**config.mk**
```make
export PLATFORM = sky130hd
export DESIGN_NAME = full_adder_seq
export DESIGN_NICKNAME = d
export VERILOG_FILES = /design/src/rtl/full_adder_pkg.sv /design/src/rtl/fa_bit_cell.sv /design/src/rtl/full_adder_seq.sv
export SDC_FILE = /design/constraint.sdc
export NUM_CORES = 1
export LEC_CHECK = 0
export BUFFER_PORTS_ARGS = -buffer_cell sky130_fd_sc_hd__buf_4
export CORE_AREA = 3 3 40 42
export DETAILED_ROUTE_END_ITERATION = 16
export DIE_AREA = 0 0 43 45
export PLACE_DENSITY = 0.32
export RECOVER_POWER = 100
export SLEW_MARGIN = 20
export SYNTH_ARGS = -nofsm -noshare
export SYNTH_HDL_FRONTEND = slang
export SYNTH_SLANG_ARGS = --single-unit
```
**constraint.sdc**
```tcl
create_clock -name clk -period 1.3 [get_ports clk]
set_clock_uncertainty 0.05 [all_clocks]
set_input_delay 0.065 -clock clk [delete_from_list [all_inputs] [get_ports clk]]
set_output_delay 0.065 -clock clk [all_outputs]
set_load 0.02 [all_outputs]
```
**src/rtl/full_adder_pkg.sv**
```systemverilog
// Shared constants for the registered ripple-carry adder.
package full_adder_pkg;
  localparam int WIDTH_DEF = 1;
  localparam int MAX_WIDTH = 64;
endpackage

```
**src/rtl/fa_bit_cell.sv**
```systemverilog
// One-bit combinational full adder built from gate primitives.
module fa_bit_cell (
  input  logic a,
  input  logic b,
  input  logic ci,
  output logic s,
  output logic co
);
  logic p, g, t;

  xor u_p  (p, a, b);
  xor u_s  (s, p, ci);
  and u_g  (g, a, b);
  and u_t  (t, p, ci);
  or  u_co (co, g, t);
endmodule

```
**src/rtl/full_adder_seq.sv**
```systemverilog
// Registered WIDTH-bit ripple-carry adder with a valid strobe.
// Define FULL_ADDER_OVF_EN to add the registered signed-overflow output Ovf.
module full_adder_seq
  import full_adder_pkg::*;
#(
  parameter int WIDTH = WIDTH_DEF
) (
  input  logic             clk,
  input  logic             rst_n,
  input  logic [WIDTH-1:0] In_0,
  input  logic [WIDTH-1:0] In_1,
  input  logic             Cin,
  input  logic             in_valid,
  output logic [WIDTH-1:0] Sout,
  output logic             Cout,
`ifdef FULL_ADDER_OVF_EN
  output logic             Ovf,
`endif
  output logic             out_valid
);
  logic [WIDTH:0]   c;
  logic [WIDTH-1:0] sum;

  assign c[0] = Cin;

  for (genvar i = 0; i < WIDTH; i++) begin : g_bit
    fa_bit_cell u_cell (
      .a  (In_0[i]),
      .b  (In_1[i]),
      .ci (c[i]),
      .s  (sum[i]),
      .co (c[i+1])
    );
  end

  // Result registers only load on valid operands; out_valid is a one-cycle strobe.
  always_ff @(posedge clk) begin
    if (!rst_n) begin
      Sout      <= '0;
      Cout      <= 1'b0;
      out_valid <= 1'b0;
    end else begin
      out_valid <= in_valid;
      if (in_valid) begin
        Sout <= sum;
        Cout <= c[WIDTH];
      end
    end
  end

`ifdef FULL_ADDER_OVF_EN
  // Signed overflow: carry into the sign bit differs from carry out of it.
  always_ff @(posedge clk) begin
    if (!rst_n)        Ovf <= 1'b0;
    else if (in_valid) Ovf <= c[WIDTH] ^ c[WIDTH-1];
  end
`endif
endmodule

```
==> out/results.md, run 1 <==
| Quantity | Reported | Unit |
|---|---|---|
| Via/cell ratio | 2.92 | - |
| Source of the worst register-to-register timing path | Sout$_SDFFE_PN0P_ | - |
| Number of DRC violations after detailed-routing iteration 0 | 0 | - |
| Count of boundary I/O pins | 9 | - |
| Cells along the critical path | clkbuf_1 | - |
| Final Hold Fails | 0 | - |
| Critical-path cell with the highest stage delay | sky130_fd_sc_hd__dfxtp_1 | - |
| Routability congestion estimate | 0.760 | - |
| Final non-filler cell total | 36 | - |
| Port-buffer cells | 8 | - |
| Leading post-synthesis cells by instance count | sky130_fd_sc_hd__dfxtp_1, sky130_fd_sc_hd__mux2i_1, sky130_fd_sc_hd__nor2b_1, sky130_fd_sc_hd__and2_2, sky130_fd_sc_hd__fa_1 | - |
| Complex-gate fraction of the synthesized area | 0 | % |
| Initial cell density of the core | 9.35 | % |
| Post-Synthesis Mean Instance Area | 13.3 | um^2 |
| Fraction of synthesized area in multiplexers | 16.7 | % |
| CP Data Arrival Time | 800 | ps |
| Cell class contributing the biggest share of worst-path delay | flip-flops | - |
| Number of optimization iterations in the first detailed-route pass | 1 | - |
| Class of the worst hold path | in -> reg | - |
| Clock Sinks | 3 | - |
| RSZ-0062 raised after global routing | no | - |
| Share of the synthesized area in the top cell type | 50.0 | % |
| Largest family of logic cells by synthesized area | simple AND/OR/NAND/NOR gates | - |
| Antenna violations before repair | 0 | - |
| Status | complete, no violations | - |
| Cell depth of the worst flop-to-flop path | 2 | - |
| Slew Limit Fails | 0 | - |
| Number of gates resized after CTS | 0 | - |
| Number of enable flip-flop cells after synthesis | 0 | - |
| Crit path kind | reg -> out | - |
| Flop and latch count out of synthesis | 3 | - |
| Cell accounting for the most synthesized area | sky130_fd_sc_hd__dfxtp_1 | - |
| Syn. warnings | 0 | - |
| Bufs on Longest Clock Path | 2 | - |
| Total length of routed wires | 303 | um |
| Overall Power | 302 | uW |
| Startpoint of the worst hold path | in_valid | - |
| Synth Area in Adders | 16.7 | % |
| Proportion of layout cells with a drive suffix above 1 | 33.3 | % |
| All-layer global routing usage | 4.66 | % |
| Endpoint kind of the worst setup timing path | output port | - |
| Core occupancy in the finished layout | 16.1 | % |
| Peak ir drop on the vdd network | 0.228 | mV |
| Number of standard cells after synthesis | 9 | - |
| Clock buffer count from CTS | 3 | - |
| Standard-cell row count | 13 | - |
| Post-Synthesis Net Count | 16 | - |
| CTS tree | built | - |
| Antenna diode count | 0 | - |
| Required time reported for the critical path endpoint | 1190 | ps |
| Leakage component of the power | 0.0000861 | uW |
| Slew margin rel. | 81.3 | % |
| Maximum achievable frequency | 1090 | MHz |
| Mapped cell area | 120 | um^2 |
| Cell at the root of the clock tree | sky130_fd_sc_hd__clkbuf_4 | - |
| Unique masters post-synth | 5 | - |
| Type of element launching the critical path | flip-flop | - |
| Area of the die | 0.00194 | mm^2 |
| Pin count of the biggest net entering global routing | 4 | - |
| Clock-pin slew of the registers on the worst-case setup and hold paths | 40 | ps |
| Share of synthesized flip-flops with an asynchronous set or reset | 0 | % |
| Dominant cells by area after synthesis | sky130_fd_sc_hd__dfxtp_1, sky130_fd_sc_hd__fa_1, sky130_fd_sc_hd__mux2i_1 | - |
| Endpoints failing setup | 0 | - |
| Power density over the cells | 1460 | mW/mm^2 |
| Capture instance of the worst register-to-register path | Sout$_SDFFE_PN0P_ | - |
| Largest stage delay on the critical path | 320 | ps |
| Maximum net fanout on the critical path | 2 | - |
| Total grt overflow | 0 | - |
| Area inside the core boundary | 0.00128 | mm^2 |
| Final Cycle Share | 70.7 | % |
| Hold-fix buffer count after cts | 0 | - |
| Post-DRT Antenna Nets | 0 | - |
| Commonest register cell after synthesis | sky130_fd_sc_hd__dfxtp_1 | - |
| Routed via count | 105 | - |
| Final critical delay including setup and external delays | 919 | ps |
| Worst slack after detailed placement | 273 | ps |
| Combined buffer and inverter count along the critical path | 1 | - |
| Fraction of synthesized cell area in xor and xnor cells | 0 | % |
| Vertical die dimension | 45 | um |
| Max-Cap Viols | 0 | - |
| # placed instances | 32 | - |
| Proportion of synthesized chip area in sequential cells | 50.0 | % |
| Total negative slack | 0 | ps |
| Post-route DRC violation count | 0 | - |
| Level count of the clock H-tree | 1 | - |
| Hold Path Stages | 2 | - |
| First-pass GRT wire length | 558 | um |
| Post-CTS Setup Repair Bufs | 0 | - |
| Worst-Margin Slew | 282 | ps |
| Synthesis-to-layout area growth | 71.9 | % |
| Synth Area in Simple Gates | 16.7 | % |
| Fin nets | 29 | - |
| Final Worst Setup Slack | 381 | ps |
| Via count of the first global-routing pass | 132 | - |
| Mean routed wirelength per cell | 8.42 | um |
| Clock insertion delay at the later pin of the skew report | 230 | ps |
| Register-to-register setup slack | 650 | ps |
| Worst hold path endpoint | out_valid$_SDFF_PN0_ | - |
| Most frequent cell after synthesis | sky130_fd_sc_hd__dfxtp_1 | - |
| Overall die width | 43 | um |
-- flip-flops by register name, indices dropped and copies added, names as in the netlist --
signal / count
out_valid: 1
Cout: 1
Sout: 1
-- report_power, final --
| part | total (uW) | switching (uW) | leakage (uW) | internal, uW |
|---|---|---|---|---|
| Sequential | 102 | 2.86 | 0.0000249 | 99.4 |
| Clock | 160 | 44.8 | 0.0000150 | 115 |
| Combinational | 40.3 | 21.5 | 0.0000463 | 18.9 |
-- worst max-delay path by stage --
stage / start / end / slack [ps] / depth (start not counted)
6_report: Cout$_SDFFE_PN0P_ / Cout / 380 / 1
4_1_cts: Sout$_SDFFE_PN0P_ / Sout / 480 / 1
3_5_place_dp: In_0 / Sout$_SDFFE_PN0P_ / 270 / 4
2_1_floorplan: In_0 / Sout$_SDFFE_PN0P_ / 440 / 3
3_3_place_gp: In_0 / Sout$_SDFFE_PN0P_ / 270 / 4
5_1_grt: Cout$_SDFFE_PN0P_ / Cout / 350 / 1
-- layout make-up --
cell class	instances	area, um^2
fillers	153	1080
flip-flops and latches	3	60.1
multi-input cells	6	60.1
repair buffers	8	41.3
clock buffers	4	26.3
well taps	15	18.8
-- cell usage in the layout, fill, tap and decap left out --
master and n:
sky130_fd_sc_hd__nor2b_1 2, sky130_fd_sc_hd__fa_1 1, sky130_fd_sc_hd__clkbuf_1 6, sky130_fd_sc_hd__dfxtp_1 3, sky130_fd_sc_hd__clkbuf_4 3, sky130_fd_sc_hd__and2_2 1
sky130_fd_sc_hd__mux2i_1 2, sky130_fd_sc_hd__buf_4 3
-- through the flow --
step | instance area (um^2) | hold WS, ps
after global routing | 206 | 47.6
final | 206 | 49.1
after global placement | 199 | 247
after floorplan | 120 | 143
after detailed placement | 199 | 253
after CTS | 225 | 14.8
-- routing by layer --
metal / track usage, % / wire [um]
met3: 2.79 / 46
met5: 0 / 0
met2: 5.09 / 109
met4: 7.23 / 0
met1: 4.82 / 147
-- kinds of logic after synthesis --
kind of cell	count (synthesis)
mux	2
flops	3
fa+ha+maj	1
simple gates	3
(Power assumes the default switching activity.)
==> inputs of run 2 (changes only) <==
clock period = 1 ns   (was 1.3 ns; I/O delays follow)
==> run 2 against run 1 <==
  * Die area unchanged
  * Combinational power rose by 44%
  * Worst setup slack lost 260 ps
  * Cell area increased by 6.7%
  * Sequential cell count is the same
  * Clock power grew 31%
  * Via count up 1.9%
  * Non-clock buffer count is 1 higher
  * Largest power group unchanged
  * Highest routed layer unchanged
==> out/results.md, run 2 (same netlist as run 1, synthesis figures left out) <==
| Quantity | Reported | Unit | Delta |
|---|---|---|---|
| Overall die width | 43 | um | unchanged |
| All-layer global routing usage | 4.33 | % | -0.33 points |
| Clock-pin slew of the registers on the worst-case setup and hold paths | 40 | ps | about the same |
| Net load switching power | 91.7 | uW | +33% |
| Fillers | 148 | - | -3.3% |
| Maximum net fanout on the critical path | 2 | - | unchanged |
| Antenna diode count | 0 | - | unchanged |
| Count of boundary I/O pins | 9 | - | unchanged |
| Clock power share | 52.3 | % | -0.5 points |
| Crit path kind | reg -> out | - |  |
| Area inside the core boundary | 0.00128 | mm^2 | unchanged |
| Area of all placed cells without fillers | 220 | um^2 | +6.7% |
| Maximum achievable frequency | 1130 | MHz |  |
| Total grt overflow | 0 | - | unchanged |
| Combined buffer and inverter count along the critical path | 1 | - | unchanged |
| Peak ir drop on the vdd network | 0.285 | mV | +25% |
| Leading cell type in the layout, fill and taps excluded | sky130_fd_sc_hd__clkbuf_1 | - |  |
| Sequential share of power | 33.1 | % | -0.7 points |
| Port-buffer cells | 8 | - | unchanged |
| CTS tree | built | - |  |
| Leakage component of the power | 0.0000943 | uW | +9.6% |
| Status | complete, no violations | - |  |
| Cell-internal power | 309 | uW | +32% |
| Fraction of power consumed by combinational cells | 14.5 | % | +1.2 points |
| Final Hold Fails | 0 | - | unchanged |
| Worst-Margin Slew | 258 | ps | -23.5 ps |
| Routed via count | 107 | - | +1.9% |
| Endpoint kind of the worst setup timing path | output port | - |  |
| Cell at the root of the clock tree | sky130_fd_sc_hd__clkbuf_4 | - |  |
| Critical-path cell with the highest stage delay | sky130_fd_sc_hd__dfxtp_1 | - |  |
| Hold-fix buffer count after cts | 1 | - | +1 |
| Largest stage delay on the critical path | 320 | ps | about the same |
| Placed cell areas | 199 | um^2 | unchanged |
| Bufs on Longest Clock Path | 2 | - | unchanged |
| Clock Sinks | 3 | - | unchanged |
| Number of DRC violations after detailed-routing iteration 0 | 1 | - | +1 |
| Proportion of layout cells with a drive suffix above 1 | 36.4 | % | +3.0 points |
| # placed instances | 32 | - | unchanged |
| Commonest cells after routing, fill and taps aside | sky130_fd_sc_hd__clkbuf_1, sky130_fd_sc_hd__buf_4, sky130_fd_sc_hd__dfxtp_1, sky130_fd_sc_hd__clkbuf_4 | - |  |
| First-pass GRT wire length | 531 | um | -4.8% |
| Core occupancy in the finished layout | 17.1 | % | +1.1 points |
| Max-Cap Viols | 0 | - | unchanged |
| Final non-filler cell total | 37 | - | +2.8% |
| Slew Limit Fails | 0 | - | unchanged |
| Required time reported for the critical path endpoint | 900 | ps | -290 ps |
| Post-route DRC violation count | 0 | - | unchanged |
| Fin nets | 30 | - | +3.4% |
| Number of optimization iterations in the first detailed-route pass | 2 | - | +1 |
| Power density over the cells | 1820 | mW/mm^2 | +24% |
| Class of the worst hold path | in -> reg | - |  |
| Area of the die | 0.00194 | mm^2 | unchanged |
| RSZ-0062 raised after global routing | no | - |  |
| Vertical die dimension | 45 | um | unchanged |
| Level count of the clock H-tree | 1 | - | unchanged |
| Routability congestion estimate | 0.759 | - | -0.16% |
| Pin count of the biggest net entering global routing | 4 | - | unchanged |
| Cells along the critical path | clkbuf_1 | - |  |
| Standard-cell row count | 13 | - | unchanged |
| Initial cell density of the core | 9.35 | % | unchanged |
| Post-DRT Antenna Nets | 0 | - | unchanged |
| Endpoints failing setup | 0 | - | unchanged |
| Antenna violations before repair | 0 | - | unchanged |
| Total length of routed wires | 291 | um | -4.0% |
| Post-CTS Setup Repair Bufs | 0 | - | unchanged |
| CP Data Arrival Time | 780 | ps | -20 ps |
| Final Cycle Share | 88.3 | % |  |
| Switching Fraction | 22.9 | % | +0.027 points |
| Mean routed wirelength per cell | 7.86 | um | -6.6% |
| Clock buffer count from CTS | 3 | - | unchanged |
| Registers with the highest flip-flop counts | Cout: 1 flops, Sout: 1 flops, out_valid: 1 flops | - |  |
| Final critical delay including setup and external delays | 883 | ps |  |
| Type of element launching the critical path | flip-flop | - |  |
| Cell class contributing the biggest share of worst-path delay | flip-flops | - |  |
| Synthesis-to-layout area growth | 83.3 | % |  |
| Via/cell ratio | 2.89 | - | -0.85% |
| Number of gates resized after CTS | 0 | - | unchanged |
| Via count of the first global-routing pass | 134 | - | +1.5% |
| Clock insertion delay at the later pin of the skew report | 230 | ps | about the same |
| Slew margin rel. | 82.9 | % | +1.6 points |
-- run 2: cell types whose count changed in the layout (fill, tap and decap cells not counted), sizes merged --
cell and change:
buf +1, dlygate4sd3 +1, clkbuf -1
-- run 2: layer usage --
| metal | track usage [%] | up-vias | part of all wire [%] |
|---|---|---|---|
| met5 | 0 | - | 0 |
| met4 | 7.23 | 0 | 0 |
| met3 | 3.19 | 0 | 22 |
| met2 | 4.49 | 8 | 37 |
| met1 | 4.10 | 45 | 40 |
| li1 | - | 54 | - |
-- run 2: path summary, 6_finish.rpt --
kind                           from              endpoint  slack, ps  depth (start not counted)
hold / removal             in_valid  out_valid$_SDFF_PN0_         30                          2
hold reg to reg   Sout$_SDFFE_PN0P_     Sout$_SDFFE_PN0P_        470                          2
setup / recovery  Cout$_SDFFE_PN0P_                  Cout        120                          1
setup reg to reg  Cout$_SDFFE_PN0P_     Cout$_SDFFE_PN0P_        340                          2
-- run 2: power groups by stage --
stage / Clock, uW / Sequential [uW] / Combinational, uW
final: 210 / 133 / 58.2
after global routing: 231 / 134 / 65.3
after CTS: 221 / 133 / 67.1
after detailed placement: 0 / 135 / 64.0
after global placement: 0 / 135 / 63.6
after floorplan: 0 / 145 / 16.2
-- run 2: metrics by stage --
step	hold WS, ps	total power (uW)	setup slack (ps)	TNS (ps)
after floorplan	128	162	157	0
after global placement	235	199	-13.7	-13.7
after detailed placement	237	199	-15.6	-15.6
after CTS	25.6	421	187	0
after global routing	36.2	429	76.9	0
final	30.7	400	117	0
-- run 2: layout make-up --
class / count / area (um^2) / area share, %
flip-flops and latches: 3 / 60.1 / 27.3
repair buffers: 9 / 55.1 / 25.0
clock buffers: 4 / 26.3 / 11.9
multi-input cells: 6 / 60.1 / 27.3
well taps: 15 / 18.8 / 8.52
==> inputs of run 3 (changes only) <==
PLACE_DENSITY = 0.33   (was 0.32)
REMOVE_ABC_BUFFERS = 1   (was not set)
SLEW_MARGIN = not set   (was 20)
clock period = 0.8 ns   (was 1 ns; I/O delays follow)
==> run 3 against run 2 <==
  * Clock-buffer cell count stayed put
  * Global-route usage down 0.083 points
  * First-iteration DRC count is 100% lower
  * Final cell count fell by 2.7%
  * Die area stayed put
  * Wire length up 7.2%
  * Register-to-register slack lost 190 ps
  * Worst setup slack got worse by 77 ps
  * Cell area is 3.4% higher
  * Utilization is 0.58 points higher
  * Critical path type unchanged
  * Largest cell class unchanged
==> out/results.md, run 3 (same netlist as run 1, synthesis figures left out) <==
| Quantity | Reported | Unit | Delta |
|---|---|---|---|
| Synthesis-to-layout area growth | 89.6 | % |  |
| Registers with the highest flip-flop counts | Cout: 1 flops, Sout: 1 flops, out_valid: 1 flops | - |  |
| Peak ir drop on the vdd network | 0.722 | mV | +150% |
| Worst hold slack | 6.89 | ps | -23.8 ps |
| Leading cell type in the layout, fill and taps excluded | sky130_fd_sc_hd__buf_4 | - |  |
| Vertical die dimension | 45 | um | unchanged |
| Post-DRT Antenna Nets | 0 | - | unchanged |
| Clock insertion delay at the later pin of the skew report | 240 | ps | about the same |
| Maximum net fanout on the critical path | 2 | - | unchanged |
| Commonest cells after routing, fill and taps aside | sky130_fd_sc_hd__buf_4, sky130_fd_sc_hd__clkbuf_4, sky130_fd_sc_hd__clkbuf_1 | - |  |
| Crit path kind | reg -> out | - |  |
| Status | complete, no violations | - |  |
| Post-CTS Setup Repair Bufs | 0 | - | unchanged |
| Power density over the cells | 2280 | mW/mm^2 | +26% |
| Placed cell areas | 199 | um^2 | unchanged |
| Fin nets | 29 | - | -3.3% |
| Final Worst Setup Slack | 39.5 | ps | -77.3 ps |
| Fillers | 142 | - | -4.1% |
| Area inside the core boundary | 0.00128 | mm^2 | unchanged |
| CP Data Arrival Time | 670 | ps | -110 ps |
| First-pass GRT wire length | 524 | um | -1.3% |
| Area of all placed cells without fillers | 228 | um^2 | +3.4% |
| Type of element launching the critical path | flip-flop | - |  |
| Via/cell ratio | 2.92 | - | +0.86% |
| Bufs on Longest Clock Path | 2 | - | unchanged |
| Area of the die | 0.00194 | mm^2 | unchanged |
| Register-to-register setup slack | 150 | ps | -190 ps |
| Slew Limit Fails | 0 | - | unchanged |
| Cells along the critical path | buf_6 | - |  |
| Cell class contributing the biggest share of worst-path delay | flip-flops | - |  |
| Antenna violations before repair | 0 | - | unchanged |
| Antenna diode count | 0 | - | unchanged |
| Final Cycle Share | 95.1 | % |  |
| Routed via count | 105 | - | -1.9% |
| Largest stage delay on the critical path | 310 | ps | about the same |
| All-layer global routing usage | 4.25 | % | -0.083 points |
| Level count of the clock H-tree | 1 | - | unchanged |
| Overall Power | 520 | uW | +30% |
| Clock buffer count from CTS | 3 | - | unchanged |
| Overall die width | 43 | um | unchanged |
| Clock-pin slew of the registers on the worst-case setup and hold paths | 40 | ps | about the same |
| Worst slack after detailed placement | -219 | ps | -203 ps |
| Leakage component of the power | 0.000101 | uW | +6.7% |
| Routability congestion estimate | 0.656 | - | -13% |
| Endpoints failing setup | 0 | - | unchanged |
| Class of the worst hold path | in -> reg | - |  |
| Total negative slack | 0 | ps | unchanged |
| Maximum achievable frequency | 1310 | MHz |  |
| Number of optimization iterations in the first detailed-route pass | 1 | - | -1 |
| Final Hold Fails | 0 | - | unchanged |
| Total grt overflow | 0 | - | unchanged |
| Mean routed wirelength per cell | 8.67 | um | +10% |
| Number of DRC violations after detailed-routing iteration 0 | 0 | - | -1 |
| Via count of the first global-routing pass | 104 | - | -22% |
| Worst-Margin Slew | 116 | ps | -142 ps |
| Cell at the root of the clock tree | sky130_fd_sc_hd__clkbuf_4 | - |  |
| Endpoint kind of the worst setup timing path | output port | - |  |
| Standard-cell row count | 13 | - | unchanged |
| Post-route DRC violation count | 0 | - | unchanged |
| Count of boundary I/O pins | 9 | - | unchanged |
| RSZ-0062 raised after global routing | no | - |  |
| Initial cell density of the core | 9.35 | % | unchanged |
| Max-Cap Viols | 0 | - | unchanged |
| Required time reported for the critical path endpoint | 710 | ps | -190 ps |
| Proportion of layout cells with a drive suffix above 1 | 57.1 | % | +21 points |
| Total length of routed wires | 312 | um | +7.2% |
| Clock Sinks | 3 | - | unchanged |
| Critical-path cell with the highest stage delay | sky130_fd_sc_hd__dfxtp_2 | - |  |
| Slew margin rel. | 92.0 | % | +9.2 points |
| CTS tree | built | - |  |
| Pin count of the biggest net entering global routing | 4 | - | unchanged |
| Combined buffer and inverter count along the critical path | 1 | - | unchanged |
| Port-buffer cells | 8 | - | unchanged |
| Final critical delay including setup and external delays | 760 | ps |  |
run 3: power breakdown:
| part | switching [uW] | leakage [uW] | internal, uW |
|---|---|---|---|
| clock | 83.1 | 0.0000150 | 187 |
| combinational | 35.3 | 0.0000601 | 45.6 |
| sequential | 5.57 | 0.0000256 | 163 |
run 3: what timing repair did:
| action | CTS | global route |
|---|---|---|
| gates cloned | 0 | 0 |
| gates resized for setup | 2 | 2 |
| hold endpoints to repair | 3 | 3 |
| setup endpoints to repair | 1 | 1 |
run 3: path summary, 6_finish.rpt:
path	from	to	cells past startpoint
min reg2reg	Sout$_SDFFE_PN0P_	Sout$_SDFFE_PN0P_	2
min	rst_n	Sout$_SDFFE_PN0P_	2
max	Sout$_SDFFE_PN0P_	Sout	1
max reg2reg	Cout$_SDFFE_PN0P_	Cout$_SDFFE_PN0P_	2
run 3: layout make-up:
| type | count | area [um^2] | share of cell area [%] |
|---|---|---|---|
| Sequential cell | 3 | 62.6 | 27.5 |
| Multi-Input combinational cell | 6 | 60.1 | 26.4 |
| Timing Repair Buffer | 8 | 60.1 | 26.4 |
| Clock buffer | 4 | 26.3 | 11.5 |
| Tap cell | 15 | 18.8 | 8.24 |
run 3: layer usage:
metal | GRT usage, % | vias up | part of all wire (%)
li1 | - | 54 | -
met1 | 3.61 | 43 | 36
met2 | 5.69 | 8 | 45
met3 | 5.58 | 0 | 19
met4 | 1.81 | 0 | 0
met5 | 0 | - | 0
run 3: through the flow:
stage,util (%),instances
CTS,17.9,36
global route,17.7,36
global placement,15.5,32
floorplan,-,9
detailed placement,15.5,32
finish,17.7,36
